<file path="config.mk">
export PLATFORM = sky130hd
export DESIGN_NAME = updown_counter_ctrl
export DESIGN_NICKNAME = d
export VERILOG_FILES = /design/src/rtl/updown_counter_ctrl.sv
export SDC_FILE = /design/constraint.sdc
export NUM_CORES = 1
export LEC_CHECK = 0
export CAP_MARGIN = 20
export CORE_UTILIZATION = 49
export CTS_BUF_LIST = sky130_fd_sc_hd__clkbuf_8
export DETAILED_ROUTE_END_ITERATION = 7
export PLACE_DENSITY = 0.75
export SLEW_MARGIN = 20
export SYNTH_ARGS = -nofsm -noshare
export SYNTH_HDL_FRONTEND = slang
export SYNTH_SLANG_ARGS = --single-unit
</file>
<file path="constraint.sdc">
create_clock -name clk -period 1.8 [get_ports clk]
set_input_delay 0.54 -clock clk [delete_from_list [all_inputs] [get_ports clk]]
set_output_delay 0.54 -clock clk [all_outputs]
set_load 0.01 [all_outputs]
</file>
<file path="src/rtl/updown_counter_ctrl.sv">
`default_nettype none
// ============================================================================
// Module   : updown_counter_ctrl
// Purpose  : Up/down counter with control FSM, tick prescaler and coded
//            error reporting. Counting advances on an internal enable tick.
// Revision : 1.0  initial release
// ============================================================================
module updown_counter_ctrl #(
  parameter int WIDTH   = 8,
  parameter int DIVISOR = 50,
  parameter int WRAP    = 1
) (
  input  logic             clk,
  input  logic             reset,
  input  logic             start,
  input  logic             mode,
  input  logic             load,
  input  logic             clear,
  input  logic [WIDTH-1:0] load_value,
  output logic [WIDTH-1:0] count,
  output logic             running,
  output logic             dir,
  output logic             loading,
  output logic             tick,
  output logic             error,
  output logic [1:0]       err_code
);

  localparam int PW = (DIVISOR > 2) ? $clog2(DIVISOR) : 1;
  localparam logic [PW-1:0]    PMAX = PW'(DIVISOR - 1);
  localparam logic [WIDTH-1:0] CMAX = '1;
  localparam logic [WIDTH-1:0] CMIN = '0;

  typedef enum logic [2:0] {
    S_IDLE = 3'd0,
    S_LOAD = 3'd1,
    S_UP   = 3'd2,
    S_DOWN = 3'd3,
    S_ERR  = 3'd4
  } state_t;

  state_t           state;
  state_t           state_nxt;
  logic [WIDTH-1:0] count_nxt;
  logic [1:0]       code_nxt;
  logic [PW-1:0]    presc;
  logic [PW-1:0]    presc_nxt;
  logic             active;
  logic             step;
  logic             active_nxt;

  // Step strobe: last prescaler cycle while counting
  assign active = (state == S_UP) || (state == S_DOWN);
  assign step   = active && (presc == PMAX);
  assign tick   = step;

  // Next-state, next-count and error-code logic; clear wins outside ERR
  always_comb begin
    state_nxt = state;
    count_nxt = count;
    code_nxt  = err_code;
    if (clear && (state != S_ERR)) begin
      state_nxt = S_IDLE;
      count_nxt = CMIN;
      code_nxt  = 2'd0;
    end else begin
      case (state)
        S_IDLE: begin
          if (load)       state_nxt = S_LOAD;
          else if (start) state_nxt = mode ? S_DOWN : S_UP;
        end
        S_LOAD: begin
          count_nxt = load_value;
          if (!start)    state_nxt = S_IDLE;
          else if (mode) state_nxt = S_DOWN;
          else           state_nxt = S_UP;
        end
        S_UP: begin
          if (!start) begin
            state_nxt = S_IDLE;
          end else if (mode) begin
            state_nxt = S_ERR;
            code_nxt  = 2'd1;
          end else if (load) begin
            state_nxt = S_ERR;
            code_nxt  = 2'd2;
          end else if (step) begin
            if (count == CMAX) begin
              if (WRAP != 0) begin
                count_nxt = CMIN;
              end else begin
                state_nxt = S_ERR;
                code_nxt  = 2'd3;
              end
            end else begin
              count_nxt = count + WIDTH'(1);
            end
          end
        end
        S_DOWN: begin
          if (!start) begin
            state_nxt = S_IDLE;
          end else if (!mode) begin
            state_nxt = S_ERR;
            code_nxt  = 2'd1;
          end else if (load) begin
            state_nxt = S_ERR;
            code_nxt  = 2'd2;
          end else if (step) begin
            if (count == CMIN) begin
              if (WRAP != 0) begin
                count_nxt = CMAX;
              end else begin
                state_nxt = S_ERR;
                code_nxt  = 2'd3;
              end
            end else begin
              count_nxt = count - WIDTH'(1);
            end
          end
        end
        S_ERR: begin
          // Sticky until acknowledged with the run request dropped
          if (clear && !start) begin
            state_nxt = S_IDLE;
            code_nxt  = 2'd0;
          end
        end
        default: state_nxt = S_IDLE;
      endcase
    end
  end

  // Prescaler runs only while staying in UP/DOWN; any exit restarts it at 0
  always_comb begin
    active_nxt = (state_nxt == S_UP) || (state_nxt == S_DOWN);
    if (active && active_nxt)
      presc_nxt = (presc == PMAX) ? '0 : presc + PW'(1);
    else
      presc_nxt = '0;
  end

  // State, datapath and Moore status flags registered together
  always_ff @(posedge clk or posedge reset) begin
    if (reset) begin
      state    <= S_IDLE;
      count    <= '0;
      presc    <= '0;
      err_code <= 2'd0;
      running  <= 1'b0;
      dir      <= 1'b0;
      loading  <= 1'b0;
      error    <= 1'b0;
    end else begin
      state    <= state_nxt;
      count    <= count_nxt;
      presc    <= presc_nxt;
      err_code <= code_nxt;
      running  <= active_nxt;
      dir      <= (state_nxt == S_DOWN);
      loading  <= (state_nxt == S_LOAD);
      error    <= (state_nxt == S_ERR);
    end
  end

endmodule
`default_nettype wire

</file>
[Yosys cells after proc, flatten, opt, wreduce, memory -nomap -nowiden]
Index checks and enable logic that the tools add are counted.
Word-level totals
  flip-flop bits (word level): 23
  input port bits: 14
  logic and storage cells: 78
Operators by class
  equality and inequality tests: 20
  add/sub/neg operators: 3
  reductions and logical operators: 13
  muxes and demuxes: 34
Operators by type and width (number)
  $mux W8: 11
  $mux W3: 9
  $ne A3 B2 Y1 const B: 8
  $pmux W8 S3: 1
  $mux W2: 8
  $pmux W3 S5: 1
  $eq A3 B2 Y1 const B: 4
  $mux W6: 2
  $reduce_and A9 Y1: 1
  $add A8 B1 Y8 const B: 1
  $eq A8 B8 Y1 const B: 1
  $logic_not A8 Y1: 1
  $reduce_bool A4 Y1: 2
  $sub A8 B1 Y8 const B: 1
  $add A6 B1 Y6 const B: 1
  $eq A3 B1 Y1 const B: 2
  $eq A3 B3 Y1 const B: 2
  $eq A6 B6 Y1 const B: 1
  $ne A3 B3 Y1 const B: 2
  $pmux W2 S3: 1
  $logic_and A1 B1 Y1: 4
  $reduce_and A4 Y1: 1
  $logic_not A3 Y1: 1
  $logic_or A1 B1 Y1: 2
  other kinds (2): 2

[Depth between registers and ports, before layout]
Gate-level depths: netlist (run 1).
  depth in word-level cells: 9
  gate-level depth with buffers: 7

[Least setup slack after synthesis (run 1)]
OpenSTA, ideal clock, no wires.
  path kind: in2reg
  from: input port mode
  to: register count[4]
  stages on the path: 6
  library setup time: 0.150 ns
  path slack: 0.054 ns
  arrival time: 1.596 ns
  data required time: 1.650 ns
  buffers on the path: 1
  path through: buf_6 nor3b_4 nor2_1 or4_1 o221ai_1 a21oi_1
On the way
  cells in the longest elaborated chain, start to end: 2
  elaborated cells between the ends (all ways): 3
  classes of those cells: 2 x eq/ne; 1 x reduce/logical
Ends and longest elaborated chain
  start: declaration: RTL line 16  | input logic mode,
  $ne A3 B2 Y1 (no line)
  $reduce_and A9 Y1 (no line) *
  end signal: assignment: RTL line 156  | count <= count_nxt;
  end: declaration: RTL line 20  | output logic [WIDTH-1:0] count,
Mark *: on every way between the ends. The rest lies on a longest branch, timed or not.
A chain may end at the register's enable or synchronous reset.

[Worst setup path after layout (run 1)]
  from: register presc[3]
  to: output port tick
On the way
  cells in the longest elaborated chain, start to end: 2
Ends and longest elaborated chain
  start: declaration: RTL line 46  | logic [PW-1:0] presc;
  start signal: assignment: RTL line 157  | presc <= presc_nxt;
  $eq A6 B6 Y1: RTL line 54  | assign step = active && (presc == PMAX);
  $logic_and A1 B1 Y1: RTL line 54
  end: declaration: RTL line 24  | output logic tick,
Every way passes these cells.

==> results of run 1 <==
worst paths after layout:
kind,startpoint,to,slack (ns),cells after the start
max,presc[3],tick,-0.02,4
min,err_code[0],err_code[0],0.53,2
max reg2reg,presc[1],count[1],0.04,8
min reg2reg,err_code[0],err_code[0],0.53,2
max in group asynchronous,reset,state[0],0.92,3
min in group asynchronous,reset,count[6],0.61,3
kinds of logic (layout without fill, tap and decap cells):
logic type | after synthesis | count (layout) | synth area share (%)
AOI/OAI and AO/OA | 62 | 62 | 25.40
xor gates and xnor gates | 9 | 9 | 4.572
adders and majority gates | 5 | 5 | 3.628
buffers and inverters | 24 | 87 | 6.821
DFF | 23 | 23 | 33.38
and+or+nand+nor | 86 | 86 | 26.20
layer usage:
metal,part of all wire (%),track usage [%],vias up
met3,6.3,3.571,21
met1,41,37.27,853
li1,-,-,882
met2,50,48.76,83
met4,3.4,15.58,0
met5,0,0,-
cells in the mapped netlist, types with 3 or more instances:
library cell / n / area (um^2)
nor2_1: 26 / 97.59
dfrtp_1: 23 / 575.6
nand2_1: 19 / 71.32
a21oi_1: 16 / 80.08
o21ai_0: 11 / 55.05
inv_1: 9 / 33.78
nand3_1: 9 / 45.04
buf_2: 7 / 35.03
nor3_1: 6 / 30.03
xnor2_1: 6 / 52.55
clkbuf_1: 5 / 18.77
ha_1: 5 / 62.56
nor2b_1: 4 / 25.02
o31ai_1: 4 / 30.03
a211oi_1: 3 / 22.52
a31oi_1: 3 / 18.77
o211ai_1: 3 / 22.52
xor2_1: 3 / 26.28
tightest hold or removal path, delay by kind of cell, from the launching register on:
| family | cells | cell delay, ns |
|---|---|---|
| AO/OA/AOI/OAI | 1 | 0.09 |
| flip-flops | 1 | 0.36 |
| AND/OR/NAND/NOR | 1 | 0.06 |
metrics by stage:
stage               area (um^2)   TNS [ns]  power [uW]  hold WS [ns]  utilization (%)
finish                     2466   -0.02234        1469        0.5334            73.33
global route               2466    -0.1966        1543        0.5601            73.33
CTS                        2387  -0.006278        1438        0.5396            70.98
detailed placement         2268     -9.649        1071        0.5134            67.45
global placement           2268     -8.835        1063        0.5093            67.45
floorplan                  1724          0       860.0        0.4608                -
layout make-up:
class                   instances  share of cell area (%)
clock buffers                   3                   1.674
clock inverters                 1                  0.2029
inverters                       9                   1.370
multi-input cells             162                   45.26
flip-flops and latches         23                   23.59
well taps                      46                   2.334
repair buffers                 74                   25.57
power breakdown:
group / internal [uW] / switching (uW)
clock: 155 / 187
sequential: 546 / 22.5
combinational: 271 / 287
what timing repair did:
item,in CTS,in global routing
setup buffers,6,2
pin swaps,3,6
gates resized for setup,20,18
gates cloned,1,0
endpoints found under the setup margin,25,16
hold buffers,0,0
sequential cells by signal, indices dropped and copies added (netlist names):
register / flops
presc: 6
dir: 1
running: 1
error: 1
count: 8
state: 3
loading: 1
err_code: 2
==> impl_metrics.env, run 1 <==
export IMPL_outcome="finished, violations left"
export IMPL_failed_checks="negative setup slack"
export IMPL_period_minus_slack_ns=1.822
export IMPL_grt_max_degree=24
export IMPL_powerDensity_nw_per_um2=595.6
export IMPL_crit_family="simple AND/OR/NAND/NOR gates"
export IMPL_ios=29
export IMPL_skew_ns=0.008933
export IMPL_clk_pin_slew_ns=0.09
export IMPL_syn_nets=228
export IMPL_ant_nets=0
export IMPL_cap_violations=0
export IMPL_worstPathArrival_ns=1.28
export IMPL_insertedDiodeCount=0
export IMPL_dr_total_vias=1839
export IMPL_rsz0062_at_grt="true"
export IMPL_initial_core_util_pct=51.26
export IMPL_track_usage_pct=29.34
export IMPL_drv_slew=0
export IMPL_layout_drive_gt1_share_pct=29.41
export IMPL_slowest_delay_ns=0.41
export IMPL_overflow=0
export IMPL_fin_crit_sh_pct=101.2
export IMPL_avgSynthCellArea_um2=8.250
export IMPL_via_per_inst=5.783
export IMPL_final_cell_mix="43 x buf_4, 25 x nor2_1, 22 x clkdlybuf4s50_1"
export IMPL_synthArstFlopShare_pct=100.0
export IMPL_synth_area_um2=1724
export IMPL_area_delta_synth_final_pct=43.03
export IMPL_cellLeakagePower_uw=0.001046
export IMPL_relSlewSlack_pct=76.11
export IMPL_cts_root_buf="clkbuf_8"
export IMPL_grt_pass1_vias=1737
export IMPL_clockBufferDepth=2
export IMPL_synth_cell_type_count=55
export IMPL_required_ns=1.26
export IMPL_wl_mm=5.135
export IMPL_cts_tree="built"
export IMPL_synth_seq_cells=23
export IMPL_place_inst=305
export IMPL_final_common_cell="buf_4"
export IMPL_dp_slack_ns=-0.6045
export IMPL_die_y_um=61.32
export IMPL_portBuffers=28
export IMPL_synth_edf_count=0
export IMPL_netlist_instances=209
export IMPL_max_freq_mhz=548.7
export IMPL_critical_path_buf_inv_count=1
export IMPL_die_area_um2=3760
export IMPL_hold_violations=0
export IMPL_dr_pass1_iters=4
export IMPL_synth_warnings=0
export IMPL_ys_seq_area_share_pct=33.38
export IMPL_crit_chain="nor3b_4, nand3_2, nor2_2, buf_2"
export IMPL_nFillCells=279
export IMPL_cp_start_kind="flop"
export IMPL_wl_per_cell_um=16.15
export IMPL_cts_htree_levels=1
export IMPL_die_w_um=61.32
export IMPL_drc=0
export IMPL_setup_viol=1
export IMPL_core_area_um2=3363
export IMPL_cts_sinks=23
export IMPL_regArea_um2=581.8
export IMPL_clk_latency_ns=0.28
export IMPL_num_rows=21
export IMPL_setup_ws_ns=-0.02234
export IMPL_ir_worst_vdd_mv=0.4211
export IMPL_multi_input_area_um2=1116
export IMPL_drt_first_iter_violations=176
export IMPL_fin_nets=292
export IMPL_place_gp_congestion=0.9271
export IMPL_grt_pass1_wl_mm=7.962
export IMPL_cts_made_buffers=3
export IMPL_crit_slowest_cell="dfrtp_1"
export IMPL_worst_pin_slew_ns=0.3584
export IMPL_dpl_hpwl_mm=3.541
export IMPL_antenna_found_initial=0
export IMPL_synth_flop_cell="dfrtp_1"
export IMPL_hp_class="reg -> reg"
export IMPL_layout_cells_non_filler=318
export IMPL_critical_path_class="reg -> out"
export IMPL_crit_path_end_kind="primary output"
export IMPL_cp_max_fo=2
No activity file was read; power rests on OpenSTA's default activity.
==> run 2, diff against run 1 <==
- ABC_AREA: not set -> 1
==> run 2 against run 1 <==
  * The run now ends clean
  * Setup slack gained 0.026 ns
  * Largest power group is now combinational cells
  * Total power up 10%
  * Highest routed layer unchanged
  * Register-to-register slack better by 0.17 ns
==> impl_metrics.env, run 2 <==
export IMPL_outcome="finished clean"
export IMPL_layout_drive_gt1_share_pct=17.70
export IMPL_largest_register="count"
export IMPL_dpl_hpwl_mm=3.287
export IMPL_place_gp_congestion=0.9401
export IMPL_cts_made_buffers=3
export IMPL_grt_pass1_wl_mm=7.065
export IMPL_p_clk_share_pct=19.2
export IMPL_cts_htree_levels=1
export IMPL_clk_latency_ns=0.26
export IMPL_synth_top_area_share_pct=33.55
export IMPL_track_usage_pct=25.47
export IMPL_die_w_um=61.17
export IMPL_cts_sinks=23
export IMPL_cp_common_cell="inv_1"
export IMPL_via_per_inst=5.024
export IMPL_holdBufCountCts=0
export IMPL_crit_slowest_cell="dfrtp_1"
export IMPL_syn_nets=282
export IMPL_pwr_share_comb_pct=44.2
export IMPL_synth_flop_cell="dfrtp_1"
export IMPL_ir_worst_vdd_mv=0.4143
export IMPL_worst_pin_slew_ns=0.2970
export IMPL_hold_violations=0
export IMPL_clk_pin_slew_ns=0.08
export IMPL_overflow=0
export IMPL_skew_ns=0.001657
export IMPL_synthTopCellsByArea="dfrtp_1 34%, nand2_1 18%, nand3_1 8.8%"
export IMPL_cap_violations=0
export IMPL_dr_total_vias=1849
export IMPL_core_area_um2=3337
export IMPL_rsz0062_at_grt="true"
export IMPL_synth_edf_count=0
export IMPL_netlist_instances=263
export IMPL_crit_chain="inv_1, ha_2, nand3_2, nor2_2, nand2_1, inv_1, buf_2"
export IMPL_swShare_pct=36.46
export IMPL_yosysMostFrequentCell="nand2_1"
export IMPL_die_y_um=61.17
export IMPL_synth_area_um2=1715
export IMPL_avgSynthCellArea_um2=6.522
export IMPL_ios=29
export IMPL_powerDensity_nw_per_um2=692.8
export IMPL_cts_tree="built"
export IMPL_use_met1_pct=28.72
export IMPL_final_util_pct=70.00
export IMPL_clockBufferDepth=2
export IMPL_synth_warnings=0
export IMPL_insertedDiodeCount=0
export IMPL_cellLeakagePower_uw=0.001242
export IMPL_ant_nets=0
export IMPL_wl_per_cell_um=11.26
export IMPL_drc=0
export IMPL_grt_busiest_layer="met2"
export IMPL_required_ns=1.26
export IMPL_top_regs="count: 8 flops, presc: 6 flops, state: 3 flops"
export IMPL_worstPathArrival_ns=1.26
export IMPL_grt_pass1_vias=1771
export IMPL_grt_max_degree=24
export IMPL_final_cell_mix="81 x nand2_1, 36 x nor2_1, 34 x inv_1"
export IMPL_final_common_cell="nand2_1"
export IMPL_period_minus_slack_ns=1.796
export IMPL_drt_first_iter_violations=121
export IMPL_die_area_um2=3741
export IMPL_dr_pass1_iters=4
export IMPL_initial_core_util_pct=51.41
export IMPL_cp_max_fo=2
export IMPL_synth_seq_cells=23
export IMPL_fin_nets=342
export IMPL_ys_seq_area_share_pct=33.55
export IMPL_portBuffers=28
export IMPL_synthArstFlopShare_pct=100.0
export IMPL_gr_usage_met2_pct=47.20
export IMPL_slowest_delay_ns=0.38
export IMPL_num_rows=21
export IMPL_largest_reg_flops=8
export IMPL_max_freq_mhz=556.7
export IMPL_setup_viol=0
export IMPL_pwr_share_seq_pct=36.6
export IMPL_p_switching_uw=590.1
export IMPL_area_delta_synth_final_pct=36.18
export IMPL_fin_crit_sh_pct=99.79
export IMPL_synth_top_cell_by_area="dfrtp_1"
export IMPL_p_int_uw=1028
export IMPL_drv_slew=0
export IMPL_relSlewSlack_pct=80.20
export IMPL_crit_path_end_kind="primary output"
export IMPL_holdWs_ns=0.5475
export IMPL_wl_mm=4.145
export IMPL_critical_path_class="reg -> out"
export IMPL_antenna_found_initial=0
export IMPL_hp_class="reg -> reg"
export IMPL_synth_cell_type_count=25
export IMPL_cts_root_buf="clkbuf_8"
export IMPL_cp_start_kind="flop"
export IMPL_synth_commonest_cells="81 x nand2_1, 37 x nor2_1, 33 x inv_1"
export IMPL_use_met3_pct=3.571
run 2: cell count changes after synthesis, moves of 4 or more:
cell,previous run,this run
inv_2,0,7
clkbuf_1,5,0
nor2b_1,4,0
nor3_1,6,1
o31ai_1,4,0
nand3_1,9,30
xnor2_1,6,1
inv_1,9,33
nor2_1,26,37
a21oi_1,16,4
nand2_1,19,81
run 2: worst max-delay path, delay by kind of cell (launching register included):
kind	cells	cell delay (ns)
adders and majority gates	1	0.16
buffers and inverters	3	0.23
DFF	1	0.38
and+or+nand+nor	3	0.23
run 2: area by class of cell:
class,count,area [um^2]
inverter,40,150.1
timing repair buffer,60,530.5
fill,312,1001
sequential,23,578.1
clock inverter,1,3.754
tap,46,57.56
clock buffer,3,41.29
multi-input combinational,195,974.7
run 2: timing repair:
item	CTS	global route
gates resized for setup	6	4
endpoints found under the setup margin	3	3
pin swaps	1	3
setup buffers	1	1
run 2: cells by family after synthesis:
family          after synthesis  share of synthesized area [%]
simple gates                161                          41.21
compound gates               24                          8.826
fa+ha+maj                     5                          3.647
flops                        23                          33.55
xor+xnor                      5                          2.553
buf+inv                      45                          10.21
run 2: power groups by stage:
| stage | Combinational (uW) | Clock (uW) | Sequential, uW |
|---|---|---|---|
| after floorplan | 396 | 0 | 627 |
| after global placement | 699 | 0 | 603 |
| after detailed placement | 705 | 0 | 604 |
| after CTS | 707 | 327 | 595 |
| after global routing | 807 | 339 | 598 |
| final | 715 | 311 | 593 |
run 2: stage by stage:
| step | std cells | power (uW) | setup TNS, ns | setup slack, ns | instance area, um^2 |
|---|---|---|---|---|---|
| 2_1_floorplan | 263 | 1023 | 0 | 0.3509 | 1715 |
| 3_3_place_gp | 362 | 1302 | -1.016 | -0.1048 | 2266 |
| 3_5_place_dp | 362 | 1309 | -1.471 | -0.1288 | 2266 |
| 4_1_cts | 367 | 1630 | -0.03395 | -0.03395 | 2316 |
| 5_1_grt | 368 | 1744 | -0.05911 | -0.05911 | 2336 |
| 6_report | 368 | 1618 | 0 | 0.003812 | 2336 |
run 2: final timing paths:
| kind | cells past startpoint | slack [ns] | from | to |
|---|---|---|---|---|
| min reg2reg | 2 | 0.55 | presc[0] | presc[0] |
| min in group asynchronous | 3 | 0.62 | reset | count[2] |
| max | 7 | 0.004 | presc[1] | tick |
| min | 2 | 0.55 | presc[0] | presc[0] |
| max reg2reg | 11 | 0.21 | count[1] | count[5] |
| max in group asynchronous | 3 | 0.93 | reset | count[1] |
run 2: per-layer routing:
| metal | part of all wire, % | vias up |
|---|---|---|
| met4 | 2.3 | 0 |
| met3 | 3.7 | 10 |
| met1 | 43 | 843 |
| met5 | 0 | - |
| li1 | - | 948 |
| met2 | 51 | 48 |
